## config.mk

```make
export PLATFORM = sky130hd
export DESIGN_NAME = tdpu_gemv_sched
export DESIGN_NICKNAME = d
export VERILOG_FILES = /design/src/rtl/tdpu_gemv_sched.sv
export SDC_FILE = /design/constraint.sdc
export NUM_CORES = 1
export LEC_CHECK = 0
export ABC_AREA = 1
export BUFFER_PORTS_ARGS = -buffer_cell sky130_fd_sc_hd__buf_2
export CAP_MARGIN = 20
export CORE_AREA = 2 2 242 244
export DETAILED_ROUTE_END_ITERATION = 8
export DIE_AREA = 0 0 244 246
export HOLD_SLACK_MARGIN = 0.03
export REMOVE_ABC_BUFFERS = 1
export SLEW_MARGIN = 20
export SYNTH_ARGS = -nofsm -noshare
export SYNTH_HDL_FRONTEND = slang
export SYNTH_SLANG_ARGS = --single-unit
```

## constraint.sdc

```tcl
create_clock -name clk -period 4.1 [get_ports clk]
set_input_delay 0.41 -clock clk [delete_from_list [all_inputs] [get_ports clk]]
set_output_delay 0.41 -clock clk [all_outputs]
set_load 0.01 [all_outputs]
```

## src/rtl/tdpu_gemv_sched.sv

```systemverilog
// GEMV sequencer for one ternary dot-product core: fetches weight/activation tiles,
// streams them into the core, accumulates chunk partials per batch vector and drains y[b][r].
module tdpu_gemv_sched #(
    parameter int LEN        = 16,
    parameter int DATA_WIDTH = 8,
    parameter int MAX_ROWS   = 256,
    parameter int MAX_CHUNKS = 64,
    parameter int MAX_BATCH  = 8,
    parameter int ACC_WIDTH  = 32
) (
    input  logic                                         clk,
    input  logic                                         rst_n,
    input  logic                                         i_start,
    input  logic [$clog2(MAX_ROWS+1)-1:0]                i_cfg_rows,
    input  logic [$clog2(MAX_CHUNKS+1)-1:0]              i_cfg_chunks,
    input  logic [$clog2(MAX_BATCH+1)-1:0]               i_cfg_batch,
    output logic                                         o_busy,
    output logic                                         o_done,
    output logic                                         o_wt_rd_en,
    output logic [$clog2(MAX_ROWS*MAX_CHUNKS)-1:0]       o_wt_rd_addr,
    input  logic [2*LEN-1:0]                             i_wt_rd_data,
    output logic                                         o_act_rd_en,
    output logic [$clog2(MAX_BATCH*MAX_CHUNKS)-1:0]      o_act_rd_addr,
    input  logic [LEN*DATA_WIDTH-1:0]                    i_act_rd_data,
    output logic                                         o_core_load_weight,
    output logic [2*LEN-1:0]                             o_core_weight,
    output logic                                         o_core_data_valid,
    output logic [LEN*DATA_WIDTH-1:0]                    o_core_data,
    input  logic                                         i_core_data_ready,
    input  logic signed [31:0]                           i_core_result,
    output logic                                         o_res_valid,
    input  logic                                         i_res_ready,
    output logic [$clog2(MAX_ROWS)-1:0]                  o_res_row,
    output logic [$clog2(MAX_BATCH)-1:0]                 o_res_batch,
    output logic signed [ACC_WIDTH-1:0]                  o_res_data
);
    localparam int RW = $clog2(MAX_ROWS + 1);
    localparam int CW = $clog2(MAX_CHUNKS + 1);
    localparam int BW = $clog2(MAX_BATCH + 1);
    localparam int RI = $clog2(MAX_ROWS);
    localparam int CI = $clog2(MAX_CHUNKS);
    localparam int BI = $clog2(MAX_BATCH);
    localparam int WA = $clog2(MAX_ROWS * MAX_CHUNKS);
    localparam int AA = $clog2(MAX_BATCH * MAX_CHUNKS);
    localparam int PW = $clog2(MAX_BATCH * MAX_CHUNKS + 1);

    typedef enum logic [2:0] {S_IDLE, S_LOAD_W, S_STREAM, S_FLUSH, S_DRAIN, S_DONE} state_t;

    state_t                       r_state;
    logic [RW-1:0]                r_cfg_rows;
    logic [CW-1:0]                r_cfg_chunks;
    logic [BW-1:0]                r_cfg_batch;
    logic [RI-1:0]                r_row;
    logic [CI-1:0]                r_chunk;
    logic [BI-1:0]                r_b;
    logic [CI-1:0]                r_cres;
    logic [BI-1:0]                r_bres;
    logic [PW-1:0]                r_pending;
    logic                         r_row_res_done;
    logic                         r_busy;
    logic                         r_done;
    logic                         r_wt_rd_en;
    logic [WA-1:0]                r_wt_rd_addr;
    logic                         r_act_rd_en;
    logic [AA-1:0]                r_act_rd_addr;
    logic                         r_load_w;
    logic                         r_data_valid;
    logic                         r_res_valid;
    logic signed [ACC_WIDTH-1:0]  r_acc [MAX_BATCH];

    logic                         w_cfg_zero;
    logic                         w_last_b;
    logic                         w_last_c;
    logic                         w_last_r;
    logic                         w_take;
    logic                         w_res_last_b;
    logic                         w_res_last_c;
    logic signed [ACC_WIDTH-1:0]  w_res_ext;

    assign w_cfg_zero   = (i_cfg_rows == '0) || (i_cfg_chunks == '0) || (i_cfg_batch == '0);
    assign w_last_b     = (BW'(r_b) == r_cfg_batch - BW'(1));
    assign w_last_c     = (CW'(r_chunk) == r_cfg_chunks - CW'(1));
    assign w_last_r     = (RW'(r_row) == r_cfg_rows - RW'(1));
    // Strobes beyond the number of issued-but-unanswered chunks are stray and dropped
    assign w_take       = i_core_data_ready && (r_pending != '0);
    assign w_res_last_b = (BW'(r_bres) == r_cfg_batch - BW'(1));
    assign w_res_last_c = (CW'(r_cres) == r_cfg_chunks - CW'(1));
    assign w_res_ext    = ACC_WIDTH'(i_core_result);

    always_ff @(posedge clk or negedge rst_n) begin
        if (!rst_n) begin
            r_state        <= S_IDLE;
            r_cfg_rows     <= '0;
            r_cfg_chunks   <= '0;
            r_cfg_batch    <= '0;
            r_row          <= '0;
            r_chunk        <= '0;
            r_b            <= '0;
            r_cres         <= '0;
            r_bres         <= '0;
            r_pending      <= '0;
            r_row_res_done <= 1'b0;
            r_busy         <= 1'b0;
            r_done         <= 1'b0;
            r_wt_rd_en     <= 1'b0;
            r_wt_rd_addr   <= '0;
            r_act_rd_en    <= 1'b0;
            r_act_rd_addr  <= '0;
            r_load_w       <= 1'b0;
            r_data_valid   <= 1'b0;
            r_res_valid    <= 1'b0;
        end else begin
            r_load_w     <= r_wt_rd_en;
            r_data_valid <= r_act_rd_en;
            r_done       <= 1'b0;
            r_pending    <= r_pending + PW'(r_data_valid) - PW'(w_take);
            if (w_take) begin
                if (w_res_last_b) begin
                    r_bres <= '0;
                    if (w_res_last_c) begin
                        r_cres         <= '0;
                        r_row_res_done <= 1'b1;
                    end else begin
                        r_cres <= r_cres + CI'(1);
                    end
                end else begin
                    r_bres <= r_bres + BI'(1);
                end
            end
            case (r_state)
                S_IDLE: begin
                    if (i_start) begin
                        if (w_cfg_zero) begin
                            r_done  <= 1'b1;
                            r_state <= S_DONE;
                        end else begin
                            r_cfg_rows     <= i_cfg_rows;
                            r_cfg_chunks   <= i_cfg_chunks;
                            r_cfg_batch    <= i_cfg_batch;
                            r_row          <= '0;
                            r_chunk        <= '0;
                            r_cres         <= '0;
                            r_bres         <= '0;
                            r_row_res_done <= 1'b0;
                            r_wt_rd_addr   <= '0;
                            r_wt_rd_en     <= 1'b1;
                            r_busy         <= 1'b1;
                            r_state        <= S_LOAD_W;
                        end
                    end
                end
                S_LOAD_W: begin
                    r_wt_rd_en    <= 1'b0;
                    r_act_rd_en   <= 1'b1;
                    r_act_rd_addr <= AA'(r_chunk);
                    r_b           <= '0;
                    r_state       <= S_STREAM;
                end
                S_STREAM: begin
                    // Tiles are laid out r-major, so the weight address simply counts up
                    if (w_last_b) begin
                        r_act_rd_en <= 1'b0;
                        if (!w_last_c) begin
                            r_chunk      <= r_chunk + CI'(1);
                            r_wt_rd_addr <= r_wt_rd_addr + WA'(1);
                            r_wt_rd_en   <= 1'b1;
                            r_state      <= S_LOAD_W;
                        end else begin
                            r_state <= S_FLUSH;
                        end
                    end else begin
                        r_b           <= r_b + BI'(1);
                        r_act_rd_addr <= r_act_rd_addr + AA'(r_cfg_chunks);
                    end
                end
                S_FLUSH: begin
                    if (r_row_res_done || (w_take && w_res_last_b && w_res_last_c)) begin
                        r_row_res_done <= 1'b0;
                        r_res_valid    <= 1'b1;
                        r_b            <= '0;
                        r_state        <= S_DRAIN;
                    end
                end
                S_DRAIN: begin
                    if (i_res_ready) begin
                        if (w_last_b) begin
                            r_res_valid <= 1'b0;
                            if (!w_last_r) begin
                                r_row        <= r_row + RI'(1);
                                r_chunk      <= '0;
                                r_wt_rd_addr <= r_wt_rd_addr + WA'(1);
                                r_wt_rd_en   <= 1'b1;
                                r_state      <= S_LOAD_W;
                            end else begin
                                r_busy  <= 1'b0;
                                r_done  <= 1'b1;
                                r_state <= S_DONE;
                            end
                        end else begin
                            r_b <= r_b + BI'(1);
                        end
                    end
                end
                S_DONE:  r_state <= S_IDLE;
                default: r_state <= S_IDLE;
            endcase
        end
    end

    // First chunk of a row overwrites, so the accumulators never need clearing
    always_ff @(posedge clk) begin
        if (w_take) begin
            if (r_cres == '0) r_acc[r_bres] <= w_res_ext;
            else              r_acc[r_bres] <= r_acc[r_bres] + w_res_ext;
        end
    end

    assign o_busy             = r_busy;
    assign o_done             = r_done;
    assign o_wt_rd_en         = r_wt_rd_en;
    assign o_wt_rd_addr       = r_wt_rd_addr;
    assign o_act_rd_en        = r_act_rd_en;
    assign o_act_rd_addr      = r_act_rd_addr;
    assign o_core_load_weight = r_load_w;
    assign o_core_weight      = i_wt_rd_data;
    assign o_core_data_valid  = r_data_valid;
    assign o_core_data        = i_act_rd_data;
    assign o_res_valid        = r_res_valid;
    assign o_res_row          = r_res_valid ? r_row : '0;
    assign o_res_batch        = r_res_valid ? r_b : '0;
    assign o_res_data         = r_res_valid ? r_acc[r_b] : '0;
endmodule

```

== Yosys cells after proc, flatten, opt, wreduce, memory -nomap -nowiden ==
Memory sizes are Yosys's and may differ from the RTL's.
Cells that the tools add are included.

* Memory bits (read-only): 0
* Register bits: 90
* Input port bits: 217
* Logic and storage cells: 171
* Output and inout port bits: 233
* Memories kept: 1
* Bits in latches: 0
* RAM bits: 256

{| class="wikitable"
|+ Memory list
! memory !! depth !! bits a word !! read ports !! clocked after memory_dff !! wr ports !! RTL line !! RTL
|-
| r_acc || 8 || 32 || 2 || 0 || 1 || 69 || <nowiki>logic signed [ACC_WIDTH-1:0] r_acc [MAX_BATCH];</nowiki>
|}

* Reduce and logical (&&, ||, !) cells: 28
* Muxes and demuxes: 88
* Equal/unequal tests: 19
* Multipliers: 0
* Magnitude comparators: 0
* Shift-type cells: 0
* Add/sub/neg operators: 13
* Bitwise gates (word level): 2
* Divide/modulo/power cells: 0

{| class="wikitable"
|+ Operators by type and width
! operator !! count
|-
| $mux W14 || 7
|-
| $mux W6 || 13
|-
| $mux W32 || 2
|-
| $mux W3 || 16
|-
| $mux W8 || 6
|-
| $pmux W14 S3 || 1
|-
| $add A32 B32 Y32 || 1
|-
| $mux W1 || 30
|-
| $ne A2 B2 Y1 const B || 10
|-
| $pmux W6 S3 || 1
|-
| $pmux W9 S2 || 1
|-
| $pmux W8 S2 || 1
|-
| $reduce_and A8 Y1 || 2
|-
| $pmux W3 S5 || 1
|-
| $add A14 B1 Y14 const B || 1
|-
| $eq A6 B7 Y1 || 2
|-
| $add A6 B1 Y6 const B || 2
|-
| $pmux W3 S4 || 1
|-
| $reduce_and A6 Y1 || 2
|-
| $add A10 B1 Y10 || 1
|-
| $pmux W1 S2 || 5
|-
| $reduce_bool A10 Y1 || 1
|-
| $sub A10 B1 Y10 || 1
|-
| $add A9 B7 Y9 || 1
|-
| other kinds (29) || 41
|}

== Longest topological paths before layout ==
* Word-level depth: 8
* Depth in mapped cells: 23
* Mapped depth without buffers: 21

== Worst setup path after synthesis ==
Ideal clock, no wire load.

* Kind: register to register
* Start point: register r_bres[1]
* End point: memory r_acc[0][14] (data pin)
* Clock period less this slack: 3.463 ns
* Data arrival time: 3.185 ns
* Buffers on the path: 3
* Stages on the path, launching flop included: 17
* Required time: 3.822 ns
* Library setup time: 0.278 ns
* Path slack: 0.637 ns
* Cell sequence: dfrtp_1 buf_2 nor2_1 nand2_1 buf_2 inv_1 clkbuf_1 a221oi_1 nand4_1 ha_1 inv_1 fa_1 o21ai_1 a21oi_1 o21ai_1 nor2_1 o31ai_1

* Word-level cells in the longest chain between the ends: 3

{| class="wikitable"
|+ Ends and longest elaborated chain
! what !! RTL line !! RTL
|-
| start, declared || 57 || <nowiki>logic [BI-1:0] r_bres;</nowiki>
|-
| start signal, assigned || 127 || <nowiki>r_bres <= r_bres + BI'(1);</nowiki>
|-
| $mem_v2 Z8 W32 || -- ||
|-
| $add A32 B32 Y32 || 214 || <nowiki>else r_acc[r_bres] <= r_acc[r_bres] + w_res_ext;</nowiki>
|-
| $mux W32 (no source line) || -- ||
|-
| end, declared || 69 ||
|}

Every way passes these cells.

== Worst setup path after layout ==
* Start point: register r_bres[1]
* End point: memory r_acc[0][27] (data pin)

Same word-level chain as after synthesis.

==> flow_metrics.env <==
export IMPL_first_pass_iters=6
export IMPL_core_area_mm2=0.05737
export IMPL_synthCells=2482
export IMPL_synth_ff_latch_count=346
export IMPL_drive_gt1_frac=0.1222
export IMPL_num_rows=88
export IMPL_worstPathCellList="inv_1, nand2_1, nor2_2, clkinvlp_4, buf_4, nor2_1, a221oi_1, nand3_1, ha_1, a21oi_1, o21ai_0, nand3_1, nand2_1, a21oi_1, nand3b_1, nand3_1, nand2_1"
export IMPL_cp_arrival_ns=4.05
export IMPL_clock_latency_ns=0.59
export IMPL_clock_skew_ns=0.04416
export IMPL_clk_pin_slew_worst_paths_ns=0.06
export IMPL_powerDensity_mw_per_mm2=777.7
export IMPL_grt_overflow_total=0
export IMPL_drt_wl_total_um=92390
export IMPL_crit_slowest_cell="dfrtp_2"
export IMPL_via_per_inst=5.631
export IMPL_worstPathRequired_ns=4.33
export IMPL_worstSetupPathType="flop to flop"
export IMPL_status="finished, final reports clean"
export IMPL_setup_viol=0
export IMPL_synth_area_mm2=0.02109
export IMPL_max_slew_margin=0.3125
export IMPL_io_pins=450
export IMPL_syn2layout_area_growth_pct=9.291
export IMPL_fin_crit_sh=0.9315
export IMPL_die_y_um=246
export IMPL_fill_cells=5722
export IMPL_postSynth_asyncResetShare=0.2601
export IMPL_synth_top_cell_area_share=0.3645
export IMPL_grt_setup_unrepaired="yes"
export IMPL_critPathLaunchType="flop"
export IMPL_antenna_found_initial=2
export IMPL_cts_path_max_buffers=3
export IMPL_start_util=0.3676
export IMPL_yosysSeqAreaShare=0.4713
export IMPL_final_nets=2740
export IMPL_root_buffer="clkbuf_16"
export IMPL_gp_congestion=0.9447
export IMPL_worstMarginPinSlew_ns=1.031
export IMPL_grt_pass1_wl_um=127400
export IMPL_ant_nets=0
export IMPL_hp_class="input pin to flop"
export IMPL_drc=0
export IMPL_synth_edf_count=256
export IMPL_cts_htree_levels=2
export IMPL_finish_utilization=0.4018
export IMPL_worst_setup_path_end_kind="flop"
export IMPL_cts_sinks=346
export IMPL_cpPeakStageDelay_ns=0.45
export IMPL_postSynthAreaPerCell_um2=8.497
export IMPL_grt_pass1_vias=16920
export IMPL_synth_cell_types=53
export IMPL_ir_worst_vdd_mv=0.3939
export IMPL_cts_buffers=43
export IMPL_hpwlAfterDp_um=69660
export IMPL_drtIter0Drc=2050
export IMPL_grt_max_degree=128
export IMPL_drv_slew=0
export IMPL_crit_fanout=8
export IMPL_maxCapViolations=0
export IMPL_ys_dominant_reg_cell="edfxtp_1"
export IMPL_avgRoutedWirePerCell_um=28.40
export IMPL_cts_tree="done"
export IMPL_num_vias=18320
export IMPL_grt_use_total=0.3003
export IMPL_portBuffers=129
export IMPL_p_leak_nw=9.776
export IMPL_fin_crit_ns=3.819
export IMPL_dieArea_mm2=0.06002
export IMPL_hold_slack_ns=0.05104
export IMPL_fmax_ghz=0.2618
export IMPL_hold_violations=0
export IMPL_synth_warnings=0
export IMPL_synth_area_leaders="edfxtp_1 (36%), dfrtp_1 (11%), nand2_1 (8.5%), o21ai_0 (6.4%), buf_4 (5.8%)"
export IMPL_yosys_area_top_type="edfxtp_1"
export IMPL_die_x_um=244
## routing by layer
layer	GRT usage	wire, um
met5	0.1838	1402
met4	0.07747	2496
met3	0.2472	18490
met2	0.4046	35680
met1	0.3436	34320
## cells in the final DEF, fill, tap and decap left out, types with 5 or more instances in the layout
cell type,count
a221oi_1,37
xnor2_1,20
clkinv_1,5
clkbuf_16,43
o22ai_1,19
clkbuf_1,11
o21ai_1,29
xor2_1,37
a22oi_1,40
buf_2,128
dlygate4sd3_1,6
clkinvlp_4,6
nand3_1,115
o21bai_1,32
inv_2,8
a21oi_1,122
nor3_1,22
nand4_1,20
buf_4,50
nor4_1,5
nor2_1,184
nand2_1,479
nor2_4,12
nor2_2,12
dfrtp_1,86
o2111ai_1,5
o21ai_0,263
nand3b_1,8
edfxtp_1,256
clkinv_2,7
inv_1,288
ha_1,60
## cell families (layout without fill, tap and decap cells)
| family | count (synthesis) | count (layout) | synth area share |
|---|---|---|---|
| flip-flops | 346 | 346 | 0.4713 |
| adder cells (fa/ha/maj) | 65 | 65 | 0.03963 |
| multiplexers | 1 | 1 | 0.0004747 |
| XOR/XNOR | 60 | 60 | 0.02664 |
| buffers and inverters | 559 | 564 | 0.1304 |
| AND/OR/NAND/NOR | 872 | 872 | 0.1728 |
| other | 0 | 1 | 0 |
| AO/OA/AOI/OAI | 579 | 579 | 0.1588 |
## cell type report
| class | count | area [um^2] | area share |
|---|---|---|---|
| Multi-Input combinational cell | 1577 | 8529 | 0.3701 |
| Clock inverter | 18 | 161.4 | 0.007003 |
| Clock buffer | 56 | 1145 | 0.04967 |
| Tap cell | 765 | 957.2 | 0.04153 |
| Timing Repair Buffer | 189 | 1164 | 0.05049 |
| Sequential cell | 346 | 9947 | 0.4316 |
| Inverter | 301 | 1142 | 0.04956 |
| Antenna cell | 1 | 2.502 | 0.0001086 |
## state kept, by name, summed over array words and instances (netlist names), 4 cells and up
name	count
r_chunk	6
r_cfg_chunks	7
r_cres	6
r_acc	256
r_pending	10
r_cfg_batch	4
r_cfg_rows	9
r_row	8
o_act_rd_addr	9
o_wt_rd_addr	14
## worst max-delay path, delay by kind of cell (launching register included)
kind	cells	cell delay, ns
adder cells (fa/ha/maj)	1	0.30
buffers and inverters	3	0.71
flip-flops	1	0.45
AO/OA/AOI/OAI	4	0.62
AND/OR/NAND/NOR	9	1.34
## through the flow
stage	TNS (ns)	instance area [um^2]	worst slack [ns]	power, mW	instances
6_report	0	23050	0.2807	17.93	3253
5_1_grt	-0.03489	23050	-0.01628	19.23	3253
4_1_cts	0	22950	0.006621	17.76	3248
3_5_place_dp	0	21580	0.1101	14.15	3168
3_3_place_gp	0	21580	0.1757	14.01	3168
2_1_floorplan	-17.63	19470	-0.3919	11.12	2224
## power by group
part,internal [mW],switching (mW),leakage (nW)
clock,2.04,1.54,0.629
combinational,3.00,6.17,5.66
sequential,4.73,0.459,3.48
total,9.76,8.16,9.78
## Yosys cell counts (5+ instances only)
library cell  number
xor2_1            37
o22ai_1           19
inv_1            291
dfrtp_1           90
a21oi_1          126
a221oi_1          38
a22oi_1           40
buf_1              8
nor2_1           198
nand2_1          480
nand3b_1           8
o21ai_0          270
edfxtp_1         256
o2111ai_1          5
xnor2_1           20
clkbuf_1          65
nor2_2             7
buf_2             20
buf_4            163
nand3_1          115
o21ai_1           23
ha_1              62
o21bai_1          33
nor3_1            22
nor4_1             5
inv_2              8
nand4_1           20
## path summary, 6_finish.rpt
kind / to / slack (ns) / startpoint / depth (start not counted)
setup reg to reg: r_acc[0][27] / 0.28 / r_bres[1] / 17
min in group asynchronous: o_wt_rd_addr[10] / 0.45 / rst_n / 2
max in group asynchronous: r_b[0] / 2.63 / rst_n / 3
setup / recovery: r_acc[0][27] / 0.28 / r_bres[1] / 17
hold reg to reg: o_core_data_valid / 0.45 / o_act_rd_en / 0
hold / removal: r_cfg_rows[0] / 0.05 / i_cfg_rows[0] / 3
## repair_timing
item | 4_1_cts | 5_1_grt
setup endpoints to repair | 0 | 150
setup buffers | 0 | 4
resized for setup | 0 | 25
hold buffers | 6 | 0
endpoints found under the hold margin | 64 | 0
Power figures use the tool's default switching activity.
